[config.mk]
export PLATFORM = sky130hd
export DESIGN_NAME = seg_text_writer
export DESIGN_NICKNAME = d
export VERILOG_FILES = /design/src/rtl/seg_text_writer.sv
export SDC_FILE = /design/constraint.sdc
export NUM_CORES = 2
export LEC_CHECK = 0
export CAP_MARGIN = 10
export CELL_PAD_IN_SITES_DETAIL_PLACEMENT = 1
export CELL_PAD_IN_SITES_GLOBAL_PLACEMENT = 1
export CORE_MARGIN = 2
export CORE_UTILIZATION = 40
export CTS_CLUSTER_DIAMETER = 50
export CTS_CLUSTER_SIZE = 14
export DETAILED_ROUTE_END_ITERATION = 6
export PLACE_DENSITY_LB_ADDON = 0.1
export SYNTH_ARGS = -nofsm -noshare
export SYNTH_HDL_FRONTEND = slang
export SYNTH_SLANG_ARGS = --single-unit
[constraint.sdc]
create_clock -name clk -period 20.4 [get_ports clk]
set_input_delay 4.08 -clock clk [delete_from_list [all_inputs] [get_ports clk]]
set_output_delay 4.08 -clock clk [all_outputs]
set_load 0.05 [all_outputs]
[src/rtl/seg_text_writer.sv]
// Seven-segment text buffer: accepts ASCII characters one at a time and
// maintains a 64-slot bitmap line with backspace, clear and scrolling.
module seg_text_writer (
    input  logic         clk,
    input  logic         rst,
    input  logic         char_valid,
    input  logic [7:0]   char_code,
    output logic         char_ready,
    output logic [447:0] num,
    output logic [6:0]   count,
    output logic         updated,
    output logic         err
);

    typedef enum logic [1:0] {IDLE, DECODE, COMMIT} state_t;
    typedef enum logic [1:0] {CLS_PRINT, CLS_UNK, CLS_BS, CLS_CLR} cls_t;

    state_t     state;
    logic [7:0] code_q;
    logic [6:0] bm_q;
    cls_t       cls_q;

    logic [7:0] up;
    logic [6:0] dec_bm;
    cls_t       dec_cls;
    logic [5:0] slot;
    logic [8:0] base;

    // Letters are matched case-insensitively by folding lowercase to upper.
    always_comb begin
        up      = char_fold(code_q);
        dec_bm  = 7'h00;
        dec_cls = CLS_PRINT;
        case (up)
            8'h30:   dec_bm = 7'h3F;
            8'h31:   dec_bm = 7'h06;
            8'h32:   dec_bm = 7'h5B;
            8'h33:   dec_bm = 7'h4F;
            8'h34:   dec_bm = 7'h66;
            8'h35:   dec_bm = 7'h6D;
            8'h36:   dec_bm = 7'h7D;
            8'h37:   dec_bm = 7'h07;
            8'h38:   dec_bm = 7'h7F;
            8'h39:   dec_bm = 7'h6F;
            8'h41:   dec_bm = 7'h77;
            8'h42:   dec_bm = 7'h7C;
            8'h43:   dec_bm = 7'h39;
            8'h44:   dec_bm = 7'h5E;
            8'h45:   dec_bm = 7'h79;
            8'h46:   dec_bm = 7'h71;
            8'h48:   dec_bm = 7'h76;
            8'h4C:   dec_bm = 7'h38;
            8'h50:   dec_bm = 7'h73;
            8'h55:   dec_bm = 7'h3E;
            8'h20:   dec_bm = 7'h00;
            8'h2D:   dec_bm = 7'h40;
            8'h5F:   dec_bm = 7'h08;
            8'h08:   dec_cls = CLS_BS;
            8'h0C:   dec_cls = CLS_CLR;
            default: dec_cls = CLS_UNK;
        endcase
    end

    function automatic logic [7:0] char_fold(input logic [7:0] c);
        if (c >= 8'h61 && c <= 8'h7A)
            return c & 8'hDF;
        return c;
    endfunction

    // Backspace targets the last occupied slot; print targets the next free one.
    always_comb begin
        slot = (cls_q == CLS_BS) ? 6'(count - 7'd1) : count[5:0];
        base = 9'(slot) * 9'd7;
    end

    always_ff @(posedge clk or posedge rst) begin
        if (rst) begin
            state      <= IDLE;
            code_q     <= 8'h00;
            bm_q       <= 7'h00;
            cls_q      <= CLS_PRINT;
            num        <= '0;
            count      <= 7'd0;
            char_ready <= 1'b1;
            updated    <= 1'b0;
            err        <= 1'b0;
        end else begin
            updated <= 1'b0;
            err     <= 1'b0;
            case (state)
                IDLE: begin
                    if (char_valid) begin
                        code_q     <= char_code;
                        char_ready <= 1'b0;
                        state      <= DECODE;
                    end
                end
                DECODE: begin
                    bm_q  <= dec_bm;
                    cls_q <= dec_cls;
                    state <= COMMIT;
                end
                COMMIT: begin
                    state      <= IDLE;
                    char_ready <= 1'b1;
                    case (cls_q)
                        CLS_PRINT, CLS_UNK: begin
                            if (count == 7'd64) begin
                                num <= {bm_q, num[447:7]};
                            end else begin
                                num[base +: 7] <= bm_q;
                                count          <= count + 7'd1;
                            end
                            updated <= 1'b1;
                            err     <= (cls_q == CLS_UNK);
                        end
                        CLS_BS: begin
                            if (count == 7'd0) begin
                                err <= 1'b1;
                            end else begin
                                num[base +: 7] <= 7'h00;
                                count          <= count - 7'd1;
                                updated        <= 1'b1;
                            end
                        end
                        default: begin
                            num     <= '0;
                            count   <= 7'd0;
                            updated <= 1'b1;
                        end
                    endcase
                end
                default: state <= IDLE;
            endcase
        end
    end

endmodule

==> results.json <==
{
  "slowest_delay_ns": 0.95,
  "cp_top_family": "buffers and inverters",
  "ys.flop_type": "dfrtp_1",
  "crit_path_start_kind": "register",
  "grt_antenna_before_repair": 11,
  "htree_levels": 3,
  "ys_warn_count": 0,
  "min_to": "char_ready",
  "wl_per_cell_um": 34.3,
  "p_clk_share_pct": 30.8,
  "drv_cap": 0,
  "first_global_vias": 34456,
  "slew_viol_final": 0,
  "ctsHoldBuffers": 0,
  "timing.rr.start": "count[2]",
  "die_y_um": 274,
  "clk_latency_ns": 0.63,
  "reg2reg_slack_ns": 14.48,
  "grt_pass1_wl_um": 243000,
  "min_from": "char_ready",
  "switching_power_mw": 1.96,
  "coreArea_mm2": 0.0727,
  "synthArstFlopShare_pct": 100,
  "pwr-share-comb_pct": 38.9,
  "place_ws_ns": 13.20,
  "cts-root-buf": "clkbuf_16",
  "port_buffers": 468,
  "synth.most_common_cell": "nor2_1",
  "syn_inst": 3691,
  "synth.top_cells.by_area": "dfrtp_1, o21ai_0, nor2_1",
  "rsz0062_at_grt": "false",
  "tritoncts": "done",
  "vias": 34704,
  "fp-row-count": 99,
  "synth_nets": 3710,
  "setup_ws_ns": 13.86,
  "worstHoldPathType": "register to register",
  "timing.fmax_ghz": 0.153,
  "ios": 469,
  "crit_path_end_kind": "output port",
  "violations": "DRC",
  "synth_seq_cells": 477,
  "crit_chain": "clkdlybuf4s50_1",
  "rr_worst_depth": 9,
  "start_util_pct": 40.2,
  "fin_setup_tns_ns": 0,
  "grt-ovfl-total": 0,
  "r2r_end": "num[200]",
  "cts_buffer_depth": 3,
  "wl_um": 169000,
  "cts-buffers-inserted": 72,
  "die_x_um": 274,
  "required_ns": 16.32,
  "slowest_stage": "clkdlybuf4s50_1",
  "max-slew-margin-rel_pct": 12.4,
  "drtPass1Iterations": 7,
  "tightest_slew_ns": 1.31,
  "drtAntennaViolNets": 0,
  "cts_resized": 0,
  "irDropWorstVdd_v": 0.000114,
  "path_buf_inv": 1,
  "via_per_inst": 7.02,
  "die_area_mm2": 0.0753,
  "yosys.area.top_type": "dfrtp_1",
  "p_int_mw": 2.21,
  "worstPathArrival_ns": 2.46,
  "total_power_mw": 4.17,
  "finalHoldViolCount": 0,
  "hold_depth": 2,
  "power_frac_seq_pct": 30.3,
  "worstPathMaxFanout": 24,
  "clkSinkCount": 477,
  "path_clk_slew_ns": 0.06,
  "drc": 1,
  "post_cts_buffers": 0,
  "ys_seq_area_share_pct": 40.8,
  "syn_to_final_growth_pct": 25.3,
  "p_leak_nw": 14.7,
  "track_usage_pct": 43.8,
  "setup_viol": 0,
  "fin_crit_sh_pct": 32.1,
  "grt_max_degree": 156,
  "p_sw_share_pct": 46.9,
  "nNetsFinal": 3946,
  "synth-edff-count": 0,
  "power_density_mw_per_mm2": 114,
  "worstSetupPathType": "register to output port",
  "place_hpwl_um": 116000,
  "skew_ns": 0.0342,
  "synth.distinct_cells": 98,
  "period_minus_slack_ns": 6.54,
  "synth_top_area_share_pct": 40.7,
  "status": "finished with violations",
  "yosys-top-cells-count": "nor2_1, dfrtp_1, o21ai_0, a21oi_1, nand2_1",
  "synth_area_mm2": 0.0292,
  "drive_above_1_share_pct": 6.84,
  "syn_area_per_cell_um2": 7.92,
  "place_congestion": 0.962,
  "drt_iter0_markers": 4512
}
## stage by stage
stage          utilization, %  instance area, um2  instances  hold WS [ns]
2_1_floorplan               -               29200       3691         0.524
6_report                 50.4               36600       4941         0.469
4_1_cts                  50.4               36600       4938         0.470
5_1_grt                  50.4               36600       4938         0.484
3_3_place_gp             47.1               34200       4812         0.455
3_5_place_dp             47.1               34200       4812         0.461
## cell type report
cell class,count,area (um2)
clock buffers,93,2010
fillers,8559,36100
multi-input cells,2783,15700
inverters,59,234
flip-flops and latches,477,11900
well taps,959,1200
repair buffers,534,5190
clock inverters,33,382
diodes,3,7.51
## placed cells by master, fill, tap and decap left out, types with 19 or more instances in the layout
cell,count
o21ai_0,429
nand3b_1,26
nand2_1,275
a22oi_1,73
a32o_1,19
inv_1,55
a21oi_1,366
buf_4,65
o211ai_1,55
nor3_1,32
a21o_1,49
clkbuf_16,74
clkdlybuf4s50_1,468
and3_1,23
a31oi_1,48
nand3_1,226
dfrtp_1,473
a221o_1,27
o22ai_1,73
o2bb2ai_1,44
nor2_1,504
nor2b_1,22
o31ai_1,109
a32oi_1,31
and2_1,47
nand4_1,23
o32ai_1,26
## power groups by stage
stage	sequential [mW]	combinational, mW	clock [mW]
CTS	1.25	1.57	1.28
global route	1.27	1.66	1.32
floorplan	1.48	0.677	0
detailed placement	1.27	1.56	0
finish	1.26	1.62	1.28
global placement	1.27	1.53	0
## registers in the layout, indices dropped and copies added (netlist names)
name        flops
code_q          8
char_ready      1
cls_q           2
err             1
updated         1
state           2
count           7
bm_q            7
num           448
## how the worst max path moves through the flow
stage	start	endpoint	slack (ns)	cells after the start
after floorplan	rst	bm_q[0]	3.01	1
after global placement	rst	num[92]	13.25	4
after detailed placement	rst	num[330]	13.20	4
after CTS	rst	num[327]	13.84	4
after global routing	rst	num[97]	13.56	4
final	count[2]	count[2]	13.86	1
## routing by layer
metal	GRT usage [%]	vias up	wire [um]
met5	0	-	28
met3	11.5	634	18500
met4	28.5	6	12200
li1	-	14028	-
met1	55.0	17606	63500
met2	66.7	2430	75100
## cell families (layout without fill, tap and decap cells)
family	count (synthesis)	in the layout	share of synthesized area, %
flip-flops	477	477	40.8
buffers and inverters	431	719	5.97
XOR/XNOR	8	8	0.240
AO/OA/AOI/OAI	1463	1463	31.6
other	0	3	0
adder cells (fa/ha/maj)	8	8	0.342
multiplexers	13	13	0.475
AND/OR/NAND/NOR	1291	1291	20.6
Note: power is estimated with default switching activity, not from simulation.
==> patch, RTL diff (config.mk and constraints unchanged) <==
Register the output `count` once more, without a reset; this adds one clock of latency there. The other outputs are not delayed to match.
--- a/src/rtl/seg_text_writer.sv
+++ b/src/rtl/seg_text_writer.sv
@@ -16,2 +16,4 @@
     typedef enum logic [1:0] {CLS_PRINT, CLS_UNK, CLS_BS, CLS_CLR} cls_t;
+
+    logic [6:0] count_s0;
 
@@ -71,3 +73,3 @@
     always_comb begin
-        slot = (cls_q == CLS_BS) ? 6'(count - 7'd1) : count[5:0];
+        slot = (cls_q == CLS_BS) ? 6'(count_s0 - 7'd1) : count_s0[5:0];
         base = 9'(slot) * 9'd7;
@@ -82,3 +84,3 @@
             num        <= '0;
-            count      <= 7'd0;
+            count_s0   <= 7'd0;
             char_ready <= 1'b1;
@@ -107,3 +109,3 @@
                         CLS_PRINT, CLS_UNK: begin
-                            if (count == 7'd64) begin
+                            if (count_s0 == 7'd64) begin
                                 num <= {bm_q, num[447:7]};
@@ -111,3 +113,3 @@
                                 num[base +: 7] <= bm_q;
-                                count          <= count + 7'd1;
+                                count_s0       <= count_s0 + 7'd1;
                             end
@@ -117,3 +119,3 @@
                         CLS_BS: begin
-                            if (count == 7'd0) begin
+                            if (count_s0 == 7'd0) begin
                                 err <= 1'b1;
@@ -121,3 +123,3 @@
                                 num[base +: 7] <= 7'h00;
-                                count          <= count - 7'd1;
+                                count_s0       <= count_s0 - 7'd1;
                                 updated        <= 1'b1;
@@ -127,3 +129,3 @@
                             num     <= '0;
-                            count   <= 7'd0;
+                            count_s0 <= 7'd0;
                             updated <= 1'b1;
@@ -137,2 +139,6 @@
 
+    always_ff @(posedge clk) begin
+        count <= count_s0;
+    end
+
 endmodule
Function: not settled (the Yosys comparison gave no result); the edit may change what the design does.
==> patch against the unedited design <==
  * Via count decreased by 0.49%
  * Sequential cell count is 7 higher
  * Global-route usage grew 0.088 points
  * Wire length rose by 0.14%
  * Sequential share of layout area about the same
  * Design area increased by 1.2%
  * Non-clock buffer count is 10 higher
  * Area after synthesis is 0.25% lower
  * Sequential power up 6%
  * Setup slack worse by 0.054 ns
  * Power rose by 12%
  * First-iteration DRC count fell by 4.5%
  * Hold slack gained 0.019 ns
  * Largest power group unchanged
  * Highest routed layer unchanged
==> patch: results <==
group,metric,value,unit
outcome,status,"complete, no violations",
logic_synthesis,ys_top_cells_by_count,"dfrtp_1, o21ai_0, nor2_1",
placed_design,dp_cells,4781,
setup_path,worst_r2r_path_depth,14,
setup_path,regToRegStartpoint,"cls_q[0]",
cells_and_area,fillCellCount,8512,
global_route,grt_pass1_vias,34200,
cells_and_area,drive_above_1_share,7.83,%
logic_synthesis,synth_nets,3658,
power,ir_drop,0.0906,mV
placed_design,globalplace.congestion,0.970,
logic_synthesis,syn_inst,3639,
sta,fin_worst_skew,0.0293,ns
route,drt-pass1-iter-count,6,
global_route,grt_max_degree,171,
route,vias,34500,
global_route,grt_antenna_before_repair,6,
cells_and_area,instances_no_fill,4924,
route,drt-initial-drc-count,4307,
clocking,numCtsBuffers,75,
placed_design,pre_cts_slack,13.20,ns
logic_synthesis,async_flop_share,98.6,%
placed_design,post_dp_cell_area,0.0344,sq mm
route,wire_per_inst,34.4,microns
setup_path,arrival,7.11,ns
cells_and_area,layout.nets,3919,
setup_path,worstPathMaxFanout,76,
setup_path,r2r_slack,13.80,ns
logic_synthesis,synth.distinct_cells,91,
logic_synthesis,synthTopCellsByArea,"dfrtp_1, o21ai_0, a21oi_1",
power,p_leak,0.0144,uW
setup_path,reg2reg_to,"num[252]",
global_route,grt_pass1_wl,243,mm
placed_design,dpl.hpwl,113,mm
global_route,grt_use_total,43.9,%
-- patch: layout make-up --
type | instances | share of cell area [%]
Antenna cell | 6 | 0.0405
Clock buffer | 91 | 5.65
Clock inverter | 45 | 1.53
Inverter | 60 | 0.662
Multi-Input combinational cell | 2735 | 42.0
Sequential cell | 484 | 32.6
Tap cell | 959 | 3.24
Timing Repair Buffer | 544 | 14.2
-- patch: critical path: stages, from the launching register on --
cell	delay (ns)
dfrtp_1	0.68
nand2b_2	0.36
inv_2	0.05
buf_4	0.80
ha_1	0.56
ha_1	0.42
nor2b_1	0.21
a32oi_1	0.25
nand3_2	0.35
xnor2_4	0.26
buf_4	0.35
nand2_1	0.75
nor2_1	0.94
o21ai_0	0.21
a32o_1	0.24
-- patch: cell families (layout without fill, tap and decap cells) --
family | count (synthesis) | in the layout | share of synthesized area (%)
AO/OA/AOI/OAI | 1587 | 1587 | 34.3
AND/OR/NAND/NOR | 1116 | 1116 | 17.3
flip-flops | 484 | 484 | 41.4
buffers and inverters | 420 | 740 | 5.73
XOR/XNOR | 14 | 14 | 0.536
multiplexers | 10 | 10 | 0.360
adder cells (fa/ha/maj) | 8 | 8 | 0.343
other | 0 | 6 | 0
-- patch: metrics by stage --
| step | util (%) | hold slack [ns] | power, uW |
|---|---|---|---|
| 3_3_place_gp | 47.4 | 0.452 | 3180 |
| 2_1_floorplan | - | 0.358 | 2310 |
| 4_1_cts | 51.0 | 0.489 | 4600 |
| 3_5_place_dp | 47.4 | 0.480 | 3210 |
| 5_1_grt | 51.0 | 0.515 | 4750 |
| 6_report | 51.1 | 0.488 | 4680 |
-- patch: worst max-delay path by stage --
stage                         from  endpoint  slack [ns]
after floorplan                rst   bm_q[0]        3.01
after global routing           rst   num[72]       13.63
after CTS                      rst   num[72]       13.83
after detailed placement       rst   num[72]       13.20
final                     cls_q[0]  num[252]       13.80
after global placement         rst  num[122]       13.28
-- patch: report_power, final --
group,internal [uW],switching (uW),leakage [uW],total (uW)
Combinational,447,1500,0.00660,1940
Clock,865,531,0.00129,1400
Sequential,1080,262,0.00653,1340
-- patch: routing by layer --
| metal | GRT usage (%) | vias to the layer above | routed length [microns] |
|---|---|---|---|
| met5 | 0 | - | 30 |
| met4 | 29.5 | 4 | 13100 |
| met3 | 11.3 | 617 | 18700 |
| met2 | 65.5 | 2353 | 73900 |
| met1 | 56.0 | 17600 | 63800 |
| li1 | - | 14000 | - |
